## src/rtl/trivium_stream_decrypt.sv

```systemverilog
// Trivium stream decryptor: loads key/IV, runs the warm-up, then XORs each
// accepted ciphertext word with DATA_W fresh keystream bits.
module trivium_stream_decrypt #(
  parameter int DATA_W = 8,
  parameter int WARMUP = 1152
) (
  input  logic              clk,
  input  logic              rst,
  input  logic              start,
  input  logic [79:0]       key,
  input  logic [79:0]       iv,
  output logic              busy,
  output logic              ks_ready,
  input  logic              in_valid,
  output logic              in_ready,
  input  logic [DATA_W-1:0] in_data,
  output logic              out_valid,
  input  logic              out_ready,
  output logic [DATA_W-1:0] out_data
);

  localparam int FILL_W = $clog2(DATA_W + 1);
  localparam logic [10:0]       WARM_LAST = 11'(WARMUP - 1);
  localparam logic [10:0]       WARM_DONE = 11'(WARMUP);
  localparam logic [10:0]       WARM_ONE  = 11'd1;
  localparam logic [FILL_W-1:0] FILL_LAST = FILL_W'(DATA_W - 1);
  localparam logic [FILL_W-1:0] FILL_ONE  = FILL_W'(1);

  typedef enum logic [1:0] {
    ST_IDLE   = 2'd0,
    ST_WARMUP = 2'd1,
    ST_FILL   = 2'd2,
    ST_RUN    = 2'd3
  } state_t;

  // Bit i of the vector is s(i+1) in eSTREAM notation.
  function automatic logic [287:0] trivium_load(input logic [79:0] k, input logic [79:0] v);
    logic [287:0] s;
    s          = {288{1'b0}};
    s[79:0]    = k;
    s[172:93]  = v;
    s[287:285] = 3'b111;
    return s;
  endfunction

  // Returns {z, next_state} for one Trivium step.
  function automatic logic [288:0] trivium_step(input logic [287:0] s);
    logic t1, t2, t3, z;
    t1 = s[65] ^ s[92];
    t2 = s[161] ^ s[176];
    t3 = s[242] ^ s[287];
    z  = t1 ^ t2 ^ t3;
    t1 = t1 ^ (s[90] & s[91]) ^ s[170];
    t2 = t2 ^ (s[174] & s[175]) ^ s[263];
    t3 = t3 ^ (s[285] & s[286]) ^ s[68];
    return {z, s[286:177], t2, s[175:93], t1, s[91:0], t3};
  endfunction

  state_t              st_r;
  logic [287:0]        s_r;
  logic [10:0]         warm_cnt_r;
  logic [FILL_W-1:0]   fill_cnt_r;
  logic [DATA_W-1:0]   ks_buf_r;
  logic                busy_r;
  logic                ks_ready_r;
  logic                out_valid_r;
  logic [DATA_W-1:0]   out_data_r;

  logic [288:0]        step_s;
  logic                z_s;
  logic [287:0]        next_s;
  logic                in_ready_s;
  logic                accept_s;

  assign step_s     = trivium_step(s_r);
  assign z_s        = step_s[288];
  assign next_s     = step_s[287:0];
  // A start in the same cycle always wins over a ciphertext accept.
  assign in_ready_s = (st_r == ST_RUN) & ~start & (~out_valid_r | out_ready);
  assign accept_s   = in_valid & in_ready_s;

  // Control FSM, Trivium state, keystream buffer and registered outputs.
  always_ff @(posedge clk or negedge rst) begin
    if (!rst) begin
      st_r        <= ST_IDLE;
      s_r         <= {288{1'b0}};
      warm_cnt_r  <= 11'd0;
      fill_cnt_r  <= {FILL_W{1'b0}};
      ks_buf_r    <= {DATA_W{1'b0}};
      busy_r      <= 1'b0;
      ks_ready_r  <= 1'b0;
      out_valid_r <= 1'b0;
      out_data_r  <= {DATA_W{1'b0}};
    end else if (start) begin
      st_r        <= ST_WARMUP;
      s_r         <= trivium_load(key, iv);
      warm_cnt_r  <= 11'd0;
      fill_cnt_r  <= {FILL_W{1'b0}};
      ks_buf_r    <= {DATA_W{1'b0}};
      busy_r      <= 1'b1;
      ks_ready_r  <= 1'b0;
      out_valid_r <= 1'b0;
    end else begin
      if (out_valid_r && out_ready) begin
        out_valid_r <= 1'b0;
      end
      case (st_r)
        ST_IDLE: begin
          st_r <= ST_IDLE;
        end
        ST_WARMUP: begin
          s_r <= next_s;
          if (warm_cnt_r == WARM_LAST) begin
            warm_cnt_r <= WARM_DONE;
            fill_cnt_r <= {FILL_W{1'b0}};
            st_r       <= ST_FILL;
          end else begin
            warm_cnt_r <= warm_cnt_r + WARM_ONE;
          end
        end
        ST_FILL: begin
          s_r        <= next_s;
          ks_buf_r   <= {z_s, ks_buf_r[DATA_W-1:1]};
          fill_cnt_r <= fill_cnt_r + FILL_ONE;
          if (fill_cnt_r == FILL_LAST) begin
            st_r       <= ST_RUN;
            busy_r     <= 1'b0;
            ks_ready_r <= 1'b1;
          end
        end
        ST_RUN: begin
          // Buffer is full here, so the cipher only advances after an accept.
          if (accept_s) begin
            out_data_r  <= in_data ^ ks_buf_r;
            out_valid_r <= 1'b1;
            fill_cnt_r  <= {FILL_W{1'b0}};
            st_r        <= ST_FILL;
            busy_r      <= 1'b1;
            ks_ready_r  <= 1'b0;
          end
        end
        default: begin
          st_r <= ST_IDLE;
        end
      endcase
    end
  end

  assign busy      = busy_r;
  assign ks_ready  = ks_ready_r;
  assign in_ready  = in_ready_s;
  assign out_valid = out_valid_r;
  assign out_data  = out_data_r;

endmodule
```

## config.mk

```make
export PLATFORM = sky130hd
export DESIGN_NAME = trivium_stream_decrypt
export DESIGN_NICKNAME = d
export VERILOG_FILES = /design/src/rtl/trivium_stream_decrypt.sv
export SDC_FILE = /design/constraint.sdc
export NUM_CORES = 1
export LEC_CHECK = 0
export ABC_AREA = 1
export BUFFER_PORTS_ARGS = -buffer_cell sky130_fd_sc_hd__buf_4
export CAP_MARGIN = 30
export CELL_PAD_IN_SITES_DETAIL_PLACEMENT = 0
export CELL_PAD_IN_SITES_GLOBAL_PLACEMENT = 1
export CORE_AREA = 10 10 192 194
export DETAILED_ROUTE_END_ITERATION = 7
export DIE_AREA = 0 0 202 204
export PLACE_DENSITY_LB_ADDON = 0.25
export SYNTH_ARGS = -nofsm -noshare
export SYNTH_HDL_FRONTEND = slang
export SYNTH_SLANG_ARGS = --single-unit
```

## constraint.sdc

```tcl
create_clock -name clk -period 2.05 [get_ports clk]
set_input_delay 0.1025 -clock clk [delete_from_list [all_inputs] [get_ports clk]]
set_output_delay 0.1025 -clock clk [all_outputs]
set_load 0.02 [all_outputs]
```

After elaboration in Yosys (flattened, before gate mapping). Cells that the tools add are included.

Flip-flop bits (word level): 324. Input bits: 173. Output and inout bits: 12. Word-level logic and storage cells: 80.

Add/sub/neg operators: 2. Equality and inequality tests: 8. Mux-type cells: 28. Bitwise gates (word level): 21. Reductions and logical operators: 12.

Operators with widths (count): 288-bit two-way mux (2); 11-bit two-way mux (3); 8-bit two-way mux (2); 4-bit two-way mux (3); 4-bit case mux with 3 select lines (1); 3-bit AND reduction (4); 11-bit by 1-bit adder with 11-bit output, second input constant (1); 11-bit equality test, second input constant (1); 1-bit XOR (11); 1-bit two-way mux (10); 3-bit != test, second input constant (3); 2-bit two-way mux (4); 2-bit case mux with 4 select lines (1); 8-bit XOR (1); 1-bit bitwise AND (6); 2-bit nonzero test (3); 4-bit by 1-bit adder with 4-bit output, second input constant (1); 2-bit equality test, second input constant (2); 4-bit by 3-bit equality test with 1-bit output, second input constant (1); 1-bit case mux with 2 select lines (2); 4-bit nonzero test (1); 3-bit nonzero test (1); 2-bit by 1-bit equality test with 1-bit output, second input constant (1); 2-bit logical NOT (1); 4 further kinds (5).

Depth between registers and ports, before layout. Gate-level depths: netlist of the first run.

Depth in word-level cells: 7. Depth in mapped cells: 10. Depth with buffers taken out: 10.

Least setup slack after synthesis of the first run. OpenSTA, ideal clock, no wires.

Path type: register to register. Start: register st_r[0]. End: register s_r[166]. Arrival time: 1.482 ns. Data required time: 1.919 ns. Slack: 0.437 ns. Stages on the path, launching flop included: 9. Path buffers: 2. Period minus slack after synthesis: 1.613 ns. Cell sequence: dfrtp_1 inv_1 ha_1 nor2_4 inv_4 buf_6 buf_2 o211ai_1 o21ai_0.

Word-level cells in the longest chain between the ends: 3.

RTL lines: start, declared (line 59) `state_t st_r;`; start signal, assigned (line 85) `st_r <= ST_IDLE;`; start signal, assigned (line 95) `st_r <= ST_WARMUP;`; start signal, assigned (line 109) `st_r <= ST_IDLE;`; 2-bit equality test or 2-bit by 1-bit equality test with 1-bit output (tied branches) (line 107) `case (st_r)`; 2-bit OR reduction (no source line) *; 2-bit nonzero test (no source line) *; end signal, assigned (line 96) `s_r <= trivium_load(key, iv);`; end signal, assigned (line 112) `s_r <= next_s;`; end signal, assigned (line 122) `s_r <= next_s;`; end, declared (line 60) `logic [287:0] s_r;`.

Every way passes the cells marked *; elsewhere a longest branch is shown, timed or not. A chain may end at the register's enable or synchronous reset.

Worst setup path in the final report of the first run.
Start: register st_r[0]. End: register s_r[20].

The elaborated chain is that of the path after synthesis.

==> flow_summary.json, run 1 <==
{
  "drive_gt1_share_pct": 14.6,
  "drtAntennaViolNets": 0,
  "setup_viol": 0,
  "p_leak_nw": 8.92,
  "regArea_um2": 8110,
  "vias_per_cell": 4.89,
  "critical_path.max_fanout": 91,
  "worstPathCellList": "inv_1, ha_1, nor2_4, clkinv_8, buf_12, o211ai_1, o21ai_0",
  "synthTopCellsByArea": "dfrtp_1 57%, inv_1 8.3%, o211ai_1 8.1%",
  "boundaryPins": 185,
  "period_minus_slack_ns": 1.92,
  "seq_area_frac_synth_pct": 56.6,
  "async_reset_ff_share_pct": 100,
  "antenna_found_initial": 3,
  "dieArea_um2": 41200,
  "synth_edf_count": 0,
  "cts_root_buf": "clkbuf_16",
  "routabilityCongestion": 0.760,
  "grt_pass1_vias": 11700,
  "clkTransAtPathRegs_ns": 0.06,
  "cap_viol_max_count": 0,
  "first_iter_violations": 644,
  "syn-num-nets": 1743,
  "cts_made_buffers": 37,
  "synth_compound_area_share_pct": 20.3,
  "hpwl_mm": 22.3,
  "post_cts_buffers": 0,
  "endpoint_kind": "flip-flop",
  "p_total_w": 0.0229,
  "synth-main-ff-cell": "dfrtp_1",
  "via_count": 11500,
  "grtUsageTotal_pct": 16.7,
  "p_per_area_nw_per_um2": 1200,
  "cp_slowest_stage_delay_ns": 0.41,
  "critPathSlowestCell": "ha_1",
  "synth_warnings": 0,
  "fillers": 2894,
  "dpl.cell_count": 2124,
  "clk_path_buf_depth": 3,
  "core_um2": 33100,
  "synth_top_family_by_area": "compound AO/OA/AOI/OAI gates",
  "crit_arrival_ns": 2.28,
  "synth_top_area_cell": "dfrtp_1",
  "clock_sinks": 324,
  "finalHoldViolCount": 0,
  "drc": 0,
  "clock-skew-final_ns": 0.0140,
  "period_share_pct": 93.5,
  "wl_per_cell_um": 14.6,
  "synth_area_um2": 14300,
  "io_buffers": 184,
  "worstSetupPathType": "flip-flop to flip-flop",
  "synth_mux_area_share_pct": 0,
  "clk_latency_ns": 0.51,
  "synthDistinctLibCells": 28,
  "syn_inst": 1564,
  "final_cells": 2360,
  "required_ns": 2.42,
  "yosysTopAreaCellShare_pct": 56.6,
  "h-tree-depth": 2,
  "synth_simple_gate_area_share_pct": 9.08,
  "area_growth_pct": 32.8,
  "rsz0062_at_grt": "false",
  "slew_headroom_pct": 64.0,
  "synthXorXnorAreaFrac_pct": 0.979,
  "grt_overflow": 0,
  "multiInputGateArea_um2": 4420,
  "synth_adder_area_share_pct": 0.524,
  "rows": 67,
  "start_util_pct": 43.2,
  "die_w_um": 202,
  "wl_mm": 34.5,
  "ir_drop_v": 0.000748,
  "outcome": "finished, final reports clean",
  "clock.fmax_mhz": 522,
  "worstHoldPathType": "primary input to flip-flop",
  "cts_tree": "done",
  "grt_pass1_wl_mm": 58.8,
  "slew_violations": 0,
  "nets": 2063,
  "whs_ns": 0.0151,
  "die_h_um": 204,
  "fin_setup_tns_ns": 0,
  "critPathLaunchType": "flip-flop",
  "grt_max_degree": 126,
  "worst_slew_pin_slew_ns": 0.540,
  "first_pass_iters": 5,
  "postSynthAreaPerCell_um2": 9.16,
  "ys_seq_elements": 324
}
==> worst max-delay path: cells and delay by family (launching register included) <==
kind	cells	cell delay (ns)
flip-flops	1	0.39
buffers and inverters	3	0.49
AO/OA/AOI/OAI	2	0.24
AND/OR/NAND/NOR	1	0.20
adder cells (fa/ha/maj)	1	0.41
==> cells in the mapped netlist, types with 14 or more instances <==
master    number
nor2_1        28
o22ai_1      129
xor2_1        14
o21ai_0       74
nand2_1      261
clkbuf_1      21
nand3_1       24
buf_6         14
inv_1        318
o211ai_1     154
dfrtp_1      324
buf_2         62
o21ai_1      100
==> placed cells by master (no fill, tap or decap), types with 11 or more instances in the layout <==
master         count
o21ai_1          100
nor2_1            28
nand2_1          261
o21ai_0           74
nand3_1           24
inv_1            318
xor2_1            14
o211ai_1         154
dlygate4sd3_1    169
buf_4            200
o22ai_1          129
clkbuf_16         39
dfrtp_1          324
buf_12            11
==> worst paths after layout <==
kind	start	end	slack, ns	cells past startpoint
min in group asynchronous	rst	warm_cnt_r[4]$_DFFE_PN0P_	0.14	2
max in group asynchronous	rst	s_r[20]$_DFFE_PN0P_	1.10	3
setup / recovery	st_r[0]$_DFFE_PN0P_	s_r[20]$_DFFE_PN0P_	0.13	7
setup reg to reg	st_r[0]$_DFFE_PN0P_	s_r[20]$_DFFE_PN0P_	0.13	7
hold reg to reg	fill_cnt_r[3]$_DFFE_PN0P_	fill_cnt_r[3]$_DFFE_PN0P_	0.47	2
hold / removal	iv[2]	s_r[95]$_DFFE_PN0P_	0.02	3
==> layer usage <==
metal	global-route usage (%)	vias to the layer above	wire (µm)
li1	-	5789	-
met1	22.7	5493	16100
met2	27.1	204	16400
met3	3.07	47	1380
met4	4.13	0	613
met5	0	-	0
==> flip-flops by register name, summed over array words and instances, names as in the netlist <==
signal	cells
busy	1
fill_cnt_r	4
ks_buf_r	8
ks_ready	1
out_data	8
out_valid	1
s_r	288
st_r	2
warm_cnt_r	11
==> repair_timing <==
action	in CTS	in global routing
endpoints found under the setup margin	0	18
gates resized for setup	0	1
hold buffers	169	0
endpoints found under the hold margin	276	0
==> per-stage QoR <==
stage	instance area (µm²)	setup WS, ns	util [%]
2_1_floorplan	14300	0.437	-
3_5_place_dp	16100	0.157	48.5
6_report	19000	0.133	57.4
4_1_cts	19000	0.116	57.4
3_3_place_gp	16100	0.198	48.5
5_1_grt	19000	0.00188	57.4
==> layout make-up <==
type / count / area share, %
sequential: 324 / 42.6
multi-input combinational: 817 / 23.2
timing repair buffer: 382 / 18.1
inverter: 322 / 6.47
clock buffer: 56 / 5.94
tap: 448 / 2.95
clock inverter: 8 / 0.645
antenna: 3 / 0.0395
==> power breakdown <==
| part | switching, W | leakage (nW) | total, W | internal [W] |
|---|---|---|---|---|
| clock | 0.00254 | 0.618 | 0.00671 | 0.00417 |
| combinational | 0.00456 | 4.18 | 0.00733 | 0.00277 |
| sequential | 0.000608 | 4.12 | 0.00886 | 0.00825 |
==> cell families (layout without fill, tap and decap cells) <==
group,after synthesis,count (layout)
AOI/OAI and AO/OA,470,470
adders and majority gates,6,6
xor gates and xnor gates,16,16
DFF,324,324
and+or+nand+nor,325,325
other,0,3
buffers and inverters,423,768
Note: power is estimated with default switching activity, not from simulation.
==> run 2, diff against run 1 <==
--- a/config.mk
+++ b/config.mk
@@ -5,15 +5,15 @@
 export SDC_FILE = /design/constraint.sdc
 export NUM_CORES = 1
 export LEC_CHECK = 0
-export ABC_AREA = 1
 export BUFFER_PORTS_ARGS = -buffer_cell sky130_fd_sc_hd__buf_4
 export CAP_MARGIN = 30
 export CELL_PAD_IN_SITES_DETAIL_PLACEMENT = 0
 export CELL_PAD_IN_SITES_GLOBAL_PLACEMENT = 1
-export CORE_AREA = 10 10 192 194
+export CORE_AREA = 10 10 197 180
 export DETAILED_ROUTE_END_ITERATION = 7
-export DIE_AREA = 0 0 202 204
+export DIE_AREA = 0 0 207 190
 export PLACE_DENSITY_LB_ADDON = 0.25
+export SETUP_SLACK_MARGIN = 0.5
 export SYNTH_ARGS = -nofsm -noshare
 export SYNTH_HDL_FRONTEND = slang
 export SYNTH_SLANG_ARGS = --single-unit
==> flow_summary.json, run 2 <==
{
  "synthDistinctLibCells": 45,
  "p_per_area_nw_per_um2": 1470,
  "grtUsageTotal_pct": 20.6,
  "startpoint": "warm_cnt_r[7]$_DFFE_PN0P_",
  "p_leak_nw": 10.9,
  "boundaryPins": 185,
  "regToRegStartpoint": "warm_cnt_r[7]$_DFFE_PN0P_",
  "drive_gt1_share_pct": 27.2,
  "slew_headroom_pct": 55.2,
  "whs_ns": -0.0109,
  "core_um2": 31500,
  "clk_latency_ns": 0.52,
  "most-common-layout-cells": "322 x dfrtp_1, 246 x mux2i_1, 200 x buf_4",
  "area_growth_pct": 56.9,
  "first_pass_iters": 5,
  "worstSetupEndpoint": "fill_cnt_r[2]$_DFFE_PN0P_",
  "synthTopCellsByArea": "dfrtp_1 57%, mux2i_1 21%, o21ai_0 5.8%",
  "syn_inst": 1308,
  "hpwl_mm": 20.2,
  "violations": "negative hold slack",
  "cts_made_buffers": 35,
  "largest_reg_flops": 288,
  "period_minus_slack_ns": 2.03,
  "synthMostInstantiatedCell": "dfrtp_1",
  "drtAntennaViolNets": 0,
  "syn-num-nets": 1487,
  "drc": 0,
  "worst_slew_pin_slew_ns": 0.672,
  "clock.fmax_mhz": 492,
  "grt_pass1_vias": 12100,
  "synth-main-ff-cell": "dfrtp_1",
  "synth_warnings": 0,
  "dieArea_um2": 39300,
  "start_util_pct": 45.2,
  "grt_overflow": 0,
  "io_buffers": 184,
  "ys_top_cells_by_count": "324 x dfrtp_1, 294 x mux2i_1, 175 x nand2_1",
  "rsz0062_at_grt": "true",
  "die_w_um": 207,
  "period_share_pct": 99.2,
  "regArea_um2": 8110,
  "clock_sinks": 324,
  "via_count": 11500,
  "critical_path.max_fanout": 6,
  "routabilityCongestion": 0.781,
  "synth_area_um2": 14200,
  "synth_top_area_cell": "dfrtp_1",
  "async_reset_ff_share_pct": 100,
  "clkTransAtPathRegs_ns": 0.06,
  "ff2ff_path_depth": 4,
  "grt_pass1_wl_mm": 66.8,
  "finalHoldViolCount": 1,
  "ys_seq_elements": 324,
  "yosysTopAreaCellShare_pct": 56.9,
  "grt_max_degree": 166,
  "setup_viol": 0,
  "wl_per_cell_um": 19.1,
  "worstSetupPathType": "flip-flop to flip-flop",
  "nets": 1959,
  "top_register": "s_r",
  "cts_tree": "done",
  "die_h_um": 190,
  "r2r-end": "fill_cnt_r[2]$_DFFE_PN0P_",
  "critPathLaunchType": "flip-flop",
  "fillers": 2077,
  "h-tree-depth": 2,
  "ir_drop_v": 0.000820,
  "clk_path_buf_depth": 3,
  "required_ns": 2.49,
  "wl_mm": 42.4,
  "antenna_found_initial": 4,
  "postSynthAreaPerCell_um2": 10.9,
  "endpoint_kind": "flip-flop",
  "slew_violations": 0,
  "cts_root_buf": "clkbuf_16",
  "multiInputGateArea_um2": 6280,
  "first_iter_violations": 814,
  "seq_area_frac_synth_pct": 56.9,
  "clock-skew-final_ns": 0.0165,
  "synth_edf_count": 0,
  "hold_buffers": 186,
  "final_common_cell": "dfrtp_1",
  "rows": 62,
  "outcome": "finished with violations",
  "fin_setup_tns_ns": 0,
  "hold_depth": 2,
  "cap_viol_max_count": 0,
  "worstHoldPathType": "primary input to flip-flop",
  "vias_per_cell": 5.17,
  "p_total_w": 0.0329,
  "r2r_slack_ns": 0.02,
  "reg_top3": "s_r: 288 flops, warm_cnt_r: 11 flops",
  "crit_arrival_ns": 2.48
}
==> run 2: cell types whose count changed after synthesis, moves of 61 or more <==
| cell | previous run | this run |
|---|---|---|
| inv_1 | 318 | 7 |
| nor2_1 | 28 | 157 |
| o211ai_1 | 154 | 1 |
| o21ai_0 | 74 | 165 |
| nand2_1 | 261 | 175 |
| mux2i_1 | 0 | 294 |
| o21ai_1 | 100 | 0 |
| buf_2 | 62 | 1 |
| o22ai_1 | 129 | 1 |
==> run 2: per-layer routing <==
metal	track usage [%]	share of wire, %	vias to the layer above
li1	-	-	5432
met1	27.0	43	5665
met2	34.2	50	274
met3	3.79	4.6	85
met4	6.23	2.6	2
met5	0	0.031	-
==> run 2: layout make-up <==
cell class | instances | share of cell area, %
Multi-Input combinational cell | 883 | 28.1
Inverter | 8 | 0.168
Antenna cell | 3 | 0.0336
Clock buffer | 45 | 4.50
Tap cell | 416 | 2.33
Clock inverter | 11 | 0.487
Sequential cell | 324 | 36.3
Timing Repair Buffer | 528 | 28.1
==> run 2: what timing repair did <==
action	4_1_cts	5_1_grt
pin swaps	10	33
resized for setup	178	209
hold endpoints to repair	496	1
buffers inserted	57	23
endpoints found under the setup margin	309	315
gates cloned	49	0
==> run 2: how the worst min path moves through the flow <==
stage | to | from | slack (ns)
5_1_grt | s_r[25]$_DFFE_PN0P_ | start | 0.00007
3_3_place_gp | out_data[5]$_DFFE_PN0P_ | rst | -0.03
4_1_cts | s_r[12]$_DFFE_PN0P_ | start | 0.004
6_report | s_r[25]$_DFFE_PN0P_ | start | -0.01
2_1_floorplan | busy$_DFFE_PN0P_ | rst | -0.19
3_5_place_dp | out_data[5]$_DFFE_PN0P_ | rst | -0.03
==> run 2: cells by family (layout without fill, tap and decap cells) <==
kind of cell | count (synthesis) | in the layout | share of synthesized area, %
simple gates | 360 | 360 | 10.0
flops | 324 | 324 | 56.9
mux | 295 | 295 | 20.7
compound gates | 201 | 201 | 7.53
buf+inv | 101 | 592 | 2.78
xor+xnor | 21 | 21 | 1.48
fa+ha+maj | 6 | 6 | 0.527
other cells | 0 | 3 | 0
==> run 2: power by group <==
group,internal [W],switching [W],total (W)
Sequential,0.00769,0.000957,0.00865
Clock,0.00370,0.00258,0.00628
Combinational,0.0112,0.00682,0.0180
==> run 2: per-stage QoR <==
step           cells  setup slack [ns]  area [µm²]  util [%]
3_5_place_dp    1844            0.0450       16300      51.6
6_report        2218            0.0158       22300      71.0
5_1_grt         2218         -0.000520       22300      71.0
3_3_place_gp    1844            0.0621       16300      51.6
2_1_floorplan   1308            0.0903       14500         -
4_1_cts         2192            0.0460       21600      68.5
==> run 2: critical path, stage by stage, from the launching register on <==
cell	delay [ns]
dfrtp_1	0.37
or4b_4	0.55
o31a_4	0.33
or4_1	0.54
a21oi_2	0.16
